--- config.mk ---
export PLATFORM = sky130hd
export DESIGN_NAME = encoder_speed_meter
export DESIGN_NICKNAME = d
export VERILOG_FILES = /design/src/rtl/encoder_speed_meter_pkg.sv /design/src/rtl/encoder_speed_meter_tick_sync.sv /design/src/rtl/encoder_speed_meter.sv
export SDC_FILE = /design/constraint.sdc
export NUM_CORES = 1
export LEC_CHECK = 0
export ABC_AREA = 1
export CORE_MARGIN = 5
export CORE_UTILIZATION = 55
export DETAILED_ROUTE_END_ITERATION = 6
export PLACE_DENSITY = 0.77
export SLEW_MARGIN = 10
export SYNTH_ARGS = -nofsm -noshare
export SYNTH_HDL_FRONTEND = slang
export SYNTH_HIERARCHICAL = 1
export SYNTH_SLANG_ARGS = --single-unit
--- constraint.sdc ---
create_clock -name clk -period 3.3 [get_ports clk]
set_clock_uncertainty 0.1 [all_clocks]
set_input_delay 0.66 -clock clk [delete_from_list [all_inputs] [get_ports clk]]
set_output_delay 0.66 -clock clk [all_outputs]
set_load 0.05 [all_outputs]
--- src/rtl/encoder_speed_meter_pkg.sv ---
// Shared types and defaults for the encoder speed meter.
package encoder_speed_meter_pkg;

    localparam int TICK_W_DEF        = 10;
    localparam int WINDOW_CYCLES_DEF = 50000;
    localparam int AVG_LOG2_DEF      = 2;
    localparam int STALL_WINDOWS_DEF = 8;

    typedef enum logic [1:0] {
        ST_IDLE  = 2'd0,
        ST_PRIME = 2'd1,
        ST_RUN   = 2'd2
    } state_t;

    // Per-cycle control decoded from the FSM state and inputs.
    typedef struct packed {
        logic clear_all;  // entering PRIME: wipe ring/sum, capture baseline
        logic cnt_en;     // window counter runs
        logic load_prev;  // end of priming window: refresh baseline only
        logic result;     // end of a running window: publish a measurement
    } ctrl_t;

    // Ring pointer width; a single-entry ring still needs a 1-bit pointer.
    function automatic int ptr_width(input int avg_log2);
        return (avg_log2 > 0) ? avg_log2 : 1;
    endfunction

endpackage

--- src/rtl/encoder_speed_meter_tick_sync.sv ---
// Brings the encoder tick count into the clk domain. Three flops of
// synchronisation, then ticks_stable only follows a value that has been
// seen on two consecutive cycles, so multi-bit skew during an update and
// one-cycle glitches never reach the speed arithmetic.
module encoder_speed_meter_tick_sync
    import encoder_speed_meter_pkg::*;
#(
    parameter int TICK_W = TICK_W_DEF
) (
    input  logic              clk,
    input  logic              rst,
    input  logic [TICK_W-1:0] ticks_in,
    output logic [TICK_W-1:0] ticks_stable
);

    logic [TICK_W-1:0] s1;
    logic [TICK_W-1:0] s2;
    logic [TICK_W-1:0] s3;

    // Synchroniser chain plus the two-sample agreement filter.
    always_ff @(posedge clk) begin
        if (rst) begin
            s1           <= '0;
            s2           <= '0;
            s3           <= '0;
            ticks_stable <= '0;
        end else begin
            s1 <= ticks_in;
            s2 <= s1;
            s3 <= s2;
            if (s2 == s3) begin
                ticks_stable <= s2;
            end
        end
    end

endmodule

--- src/rtl/encoder_speed_meter.sv ---
// Turns a free-running encoder tick count into ticks per measurement window,
// raw and moving-averaged, and flags a stalled shaft.
//
// state    | meaning
// ST_IDLE  | disabled; outputs hold, window counter parked at 0
// ST_PRIME | first window after enable; baseline captured, no result
// ST_RUN   | every window end publishes speed_raw/speed_avg/stalled
module encoder_speed_meter
    import encoder_speed_meter_pkg::*;
#(
    parameter int TICK_W        = TICK_W_DEF,
    parameter int WINDOW_CYCLES = WINDOW_CYCLES_DEF,
    parameter int AVG_LOG2      = AVG_LOG2_DEF,
    parameter int STALL_WINDOWS = STALL_WINDOWS_DEF
) (
    input  logic              clk,
    input  logic              rst,
    input  logic              enable,
    input  logic [TICK_W-1:0] ticks_in,
    output logic [TICK_W-1:0] speed_raw,
    output logic [TICK_W-1:0] speed_avg,
    output logic              speed_valid,
    output logic              stalled
);

    localparam int DEPTH   = 1 << AVG_LOG2;
    localparam int PTR_W   = ptr_width(AVG_LOG2);
    localparam int SUM_W   = TICK_W + AVG_LOG2;
    localparam int CNT_W   = $clog2(WINDOW_CYCLES);
    localparam int STALL_W = $clog2(STALL_WINDOWS + 1);

    localparam logic [CNT_W-1:0]   WIN_LAST  = CNT_W'(WINDOW_CYCLES - 1);
    localparam logic [PTR_W-1:0]   PTR_LAST  = PTR_W'(DEPTH - 1);
    localparam logic [STALL_W-1:0] STALL_MAX = STALL_W'(STALL_WINDOWS);

    state_t               state;
    state_t               state_nxt;
    ctrl_t                ctrl;

    logic [TICK_W-1:0]    ticks_stable;
    logic [CNT_W-1:0]     win_cnt;
    logic                 win_tc;

    logic [TICK_W-1:0]    prev;
    logic [TICK_W-1:0]    delta;

    logic [TICK_W-1:0]    ring [DEPTH];
    logic [PTR_W-1:0]     wr_ptr;
    logic [PTR_W-1:0]     wr_ptr_nxt;
    logic [SUM_W-1:0]     sum;
    logic [SUM_W-1:0]     sum_nxt;
    logic [SUM_W-1:0]     avg_full;

    logic [STALL_W-1:0]   stall_cnt;
    logic [STALL_W-1:0]   stall_nxt;

    encoder_speed_meter_tick_sync #(
        .TICK_W (TICK_W)
    ) u_tick_sync (
        .clk          (clk),
        .rst          (rst),
        .ticks_in     (ticks_in),
        .ticks_stable (ticks_stable)
    );

    assign win_tc = (win_cnt == WIN_LAST);

    // FSM state register.
    always_ff @(posedge clk) begin
        if (rst) begin
            state <= ST_IDLE;
        end else begin
            state <= state_nxt;
        end
    end

    // FSM next state; dropping enable always returns to IDLE, even at window end.
    always_comb begin
        state_nxt = state;
        case (state)
            ST_IDLE: begin
                if (enable) begin
                    state_nxt = ST_PRIME;
                end
            end
            ST_PRIME: begin
                if (!enable) begin
                    state_nxt = ST_IDLE;
                end else if (win_tc) begin
                    state_nxt = ST_RUN;
                end
            end
            ST_RUN: begin
                if (!enable) begin
                    state_nxt = ST_IDLE;
                end
            end
            default: begin
                state_nxt = ST_IDLE;
            end
        endcase
    end

    // FSM outputs: datapath control strobes, all qualified by enable.
    always_comb begin
        ctrl = '0;
        case (state)
            ST_IDLE: begin
                ctrl.clear_all = enable;
            end
            ST_PRIME: begin
                ctrl.cnt_en    = enable;
                ctrl.load_prev = enable && win_tc;
            end
            ST_RUN: begin
                ctrl.cnt_en = enable;
                ctrl.result = enable && win_tc;
            end
            default: begin
                ctrl = '0;
            end
        endcase
    end

    // Window counter: 0..WINDOW_CYCLES-1, parked at 0 whenever not measuring.
    always_ff @(posedge clk) begin
        if (rst) begin
            win_cnt <= '0;
        end else if (!ctrl.cnt_en || win_tc) begin
            win_cnt <= '0;
        end else begin
            win_cnt <= win_cnt + 1'b1;
        end
    end

    // Modular difference keeps the count correct across a counter wrap.
    always_comb begin
        delta      = ticks_stable - prev;
        sum_nxt    = sum - SUM_W'(ring[wr_ptr]) + SUM_W'(delta);
        avg_full   = sum_nxt >> AVG_LOG2;
        wr_ptr_nxt = (wr_ptr == PTR_LAST) ? '0 : wr_ptr + 1'b1;
    end

    // Baseline tick count for the window in progress.
    always_ff @(posedge clk) begin
        if (rst) begin
            prev <= '0;
        end else if (ctrl.clear_all || ctrl.load_prev || ctrl.result) begin
            prev <= ticks_stable;
        end
    end

    // Moving-average ring and running sum; the sum is wide enough for DEPTH full-scale deltas.
    always_ff @(posedge clk) begin
        if (rst || ctrl.clear_all) begin
            for (int i = 0; i < DEPTH; i++) begin
                ring[i] <= '0;
            end
            sum    <= '0;
            wr_ptr <= '0;
        end else if (ctrl.result) begin
            ring[wr_ptr] <= delta;
            sum          <= sum_nxt;
            wr_ptr       <= wr_ptr_nxt;
        end
    end

    // Consecutive zero-delta windows, saturating at the stall threshold.
    always_comb begin
        if (delta != '0) begin
            stall_nxt = '0;
        end else if (stall_cnt == STALL_MAX) begin
            stall_nxt = stall_cnt;
        end else begin
            stall_nxt = stall_cnt + 1'b1;
        end
    end

    // Stall counter is deliberately kept across re-priming.
    always_ff @(posedge clk) begin
        if (rst) begin
            stall_cnt <= '0;
        end else if (ctrl.result) begin
            stall_cnt <= stall_nxt;
        end
    end

    // Output registers: update the cycle after a running window ends, hold otherwise.
    always_ff @(posedge clk) begin
        if (rst) begin
            speed_raw   <= '0;
            speed_avg   <= '0;
            speed_valid <= 1'b0;
            stalled     <= 1'b0;
        end else begin
            speed_valid <= ctrl.result;
            if (ctrl.result) begin
                speed_raw <= delta;
                speed_avg <= avg_full[TICK_W-1:0];
                stalled   <= (stall_nxt == STALL_MAX);
            end
        end
    end

endmodule

==> results.md <==
* Crit path time final at approximately 3.3 ns
* Vias in the first global route at between 5000 and 6000
* Worst-path clk slew at about 0.060 ns
* Final Hold Fails at 0
* Tot GR Track Use at about 21%
* First-pass GRT wire length at around 26000 microns
* Gpl congestion at 0.871
* DIE WIDTH at between 100 and 150 microns
* Status: finished with violations
* Final ANT Viol Nets at 0
* Ant. Diodes at 0
* Hold Path Class: register to register
* CP Launch Type: register
* Ys async rst share at 0%
* Number of port buffers at 34
* Final Routed Wirelength at around 17000 microns
* Worst-Skew Late Latency at 0.43 ns
* Worst r2r path cells at 16
* # rows at 42
* CTS tree: done
* Power Density at 721 nW/um^2
* Leakage at between 3 and 4 nW
* Total negative slack at -0.0544 ns
* Post-synth EDFFs at 40
* Largest net degree at the start of global routing at 36
* Area post-placement at around 8000 sq um
* Core ar. at approximately 13000 sq um
* CP arrival at between 3 and 4 ns
* Total gr overflow at 0
* CP Class: register to register
* Wire length per cell at between 10 and 15 microns
* #FFs+latches synth at 150
* Synth Flop Type: dfxtp_1
* Netlist Area Pre-Place at about 7400 sq um
* RSZ-0062 raised after global routing: yes
* Worst-case clock buffer depth at 2
* Worst hold margin at roughly 0.30 ns
* Initial antenna violation count at 0
* H-tree Lvls at 4
* Initial Util at a little under three fifths
* Hold path cells at 2
* Synth warn at 6
* VDD IR max at approximately 0.45 mV
* # IOs at 35
* Achievable clock frequency at between 0.3 and 0.4 GHz
* Detailed-route via count at 6095
* Max FO, Critical Path at 3
* Vias per inst at 5.21
* Relative slew margins at a little under a third
* Sequential area share after synthesis at between 40% and 50%
* Hold_buf cts at 0
* Cells after synthesis at around 920
* Final WS setup at -0.0256 ns
* Total Power at between 6 and 7 mW
* Num CTS Buffers at 17
* Mapped Avg Cell Area at 8.03 sq um
* Area growth syn-to-layout at 21.9%
* First drt pass iteration count at 5
* # clock sinks at 150
* Crit end category: register
* Die H at 126 microns
* HPWL Detailed at 11200 microns
* Fraction of layout instances using a drive strength above 1 at approximately 17%
* Worst slew pin tran at around 1.0 ns
* Final Cell Area at between 8000 and 9000 sq um
* CTS Root Buffer Type: clkbuf_16
* Synthesized net count at approximately 970
* Fin crit share at 101%
* # nets final at between 1000 and 1500
* Final Max Tran Viols at 0
* Remaining DRCs at 0
* Die area at 15800 sq um
* First DRT Iteration DRCs at between 400 and 500
* Max-Cap Viols at 0
* Failing checks: negative setup slack
* Final setup vio count at 3
* Worst endpoint required time at roughly 3.6 ns
* Synth cell types at between 40 and 50
## metal layers
metal,part of all wire (%),vias up,wire length [microns],global-route usage (%)
li1,-,3058,-,-
met5,0,-,0,0
met4,4.0,0,661,9.63
met3,5.1,49,851,5.17
met2,51,184,8380,37.4
met1,40,2804,6630,23.0
## layout by cell type, fill, tap and decap left out, types with 10 or more instances in the layout
| cell | Yosys | layout |
|---|---|---|
| ha_4 | 0 | 11 |
| clkbuf_16 | 0 | 18 |
| fa_1 | 11 | 10 |
| nor2_1 | 131 | 129 |
| o21ai_0 | 28 | 19 |
| nand3_1 | 34 | 31 |
| nand4_1 | 14 | 14 |
| edfxtp_1 | 40 | 40 |
| ha_1 | 28 | 13 |
| inv_2 | 8 | 11 |
| clkdlybuf4s50_1 | 0 | 33 |
| nand2_1 | 197 | 184 |
| a21oi_1 | 79 | 69 |
| dfxtp_1 | 110 | 108 |
| buf_4 | 0 | 32 |
| inv_1 | 126 | 122 |
| nand2_2 | 10 | 21 |
## per-stage QoR
step                std cells  setup slack [ns]  util, %
global placement         1136           -0.0418     61.0
detailed placement       1136            -0.125     61.0
floorplan                 916            0.0652        -
global route             1169            -0.190     68.0
CTS                      1169           0.00299     65.7
finish                   1169           -0.0256     68.0
## worst paths after layout
kind | slack (ns) | from | endpoint
worst min-delay path | 0.30 | u_tick_sync/s1[0] | u_tick_sync/s2[0]
worst min register to register | 0.30 | u_tick_sync/s1[0] | u_tick_sync/s2[0]
worst max register to register | -0.03 | u_tick_sync/ticks_stable[0] | speed_avg[4]
worst max-delay path | -0.03 | u_tick_sync/ticks_stable[0] | speed_avg[4]
## cell usage after synthesis, types with 6 or more instances
cell	count	area, sq um
nand2_1	197	739
nor2_1	131	492
inv_1	126	473
dfxtp_1	110	2200
a21oi_1	79	395
edfxtp_1	40	1200
nand3_1	34	170
ha_1	28	350
o21ai_0	28	140
clkbuf_1	16	60.1
nand4_1	14	87.6
fa_1	11	220
nand2_2	10	62.6
a32o_1	9	90.1
xnor2_1	9	78.8
inv_2	8	30.0
nor2_2	7	43.8
nor3_1	7	35.0
xor2_1	6	52.6
## report_power, final
part / total [mW] / internal [mW] / leakage, nW / switching [mW]
registers: 2.03 / 1.98 / 1.33 / 0.0439
clock network: 1.88 / 1.12 / 0.278 / 0.753
logic: 2.56 / 1.11 / 2.07 / 1.46
## flip-flops by register name, summed over array words and instances (netlist names), 2 cells and up, named ones only
signal / flops
ring: 40
win_cnt: 16
sum: 12
prev: 10
speed_avg: 10
speed_raw: 10
u_tick_sync/s1: 10
u_tick_sync/s2: 10
u_tick_sync/s3: 10
u_tick_sync/ticks_stable: 10
stall_cnt: 4
state: 2
wr_ptr: 2
## critical path, stage by stage (launching register included)
cell and delay [ns]:
dfxtp_2 0.32, inv_2 0.07, ha_4 0.13, inv_2 0.04, fa_2 0.42, xnor2_2 0.26
inv_2 0.09, fa_1 0.52, ha_4 0.32, buf_6 0.10, inv_4 0.04, nor3_4 0.15
a21oi_2 0.08, buf_4 0.14, xnor2_1 0.17, nand2_1 0.13, a21oi_1 0.16
## what timing repair did
item	CTS	global route
resized for setup	8	73
pin swaps	1	29
buffers inserted	1	0
setup endpoints to repair	10	17
## cells by family after synthesis
family / share of synthesized area (%)
fa+ha+maj: 7.76
compound gates: 9.51
flops: 46.3
buf+inv: 8.62
simple gates: 25.9
xor+xnor: 2.01
## final cells by class
type,count,area (sq um)
Fill cell,1031,4220
Multi-Input combinational cell,605,3640
Sequential cell,150,3410
Timing Repair Buffer,68,598
Inverter,138,520
Clock buffer,22,485
Tap cell,176,220
Clock inverter,10,95.1
(Power assumes the default switching activity.)
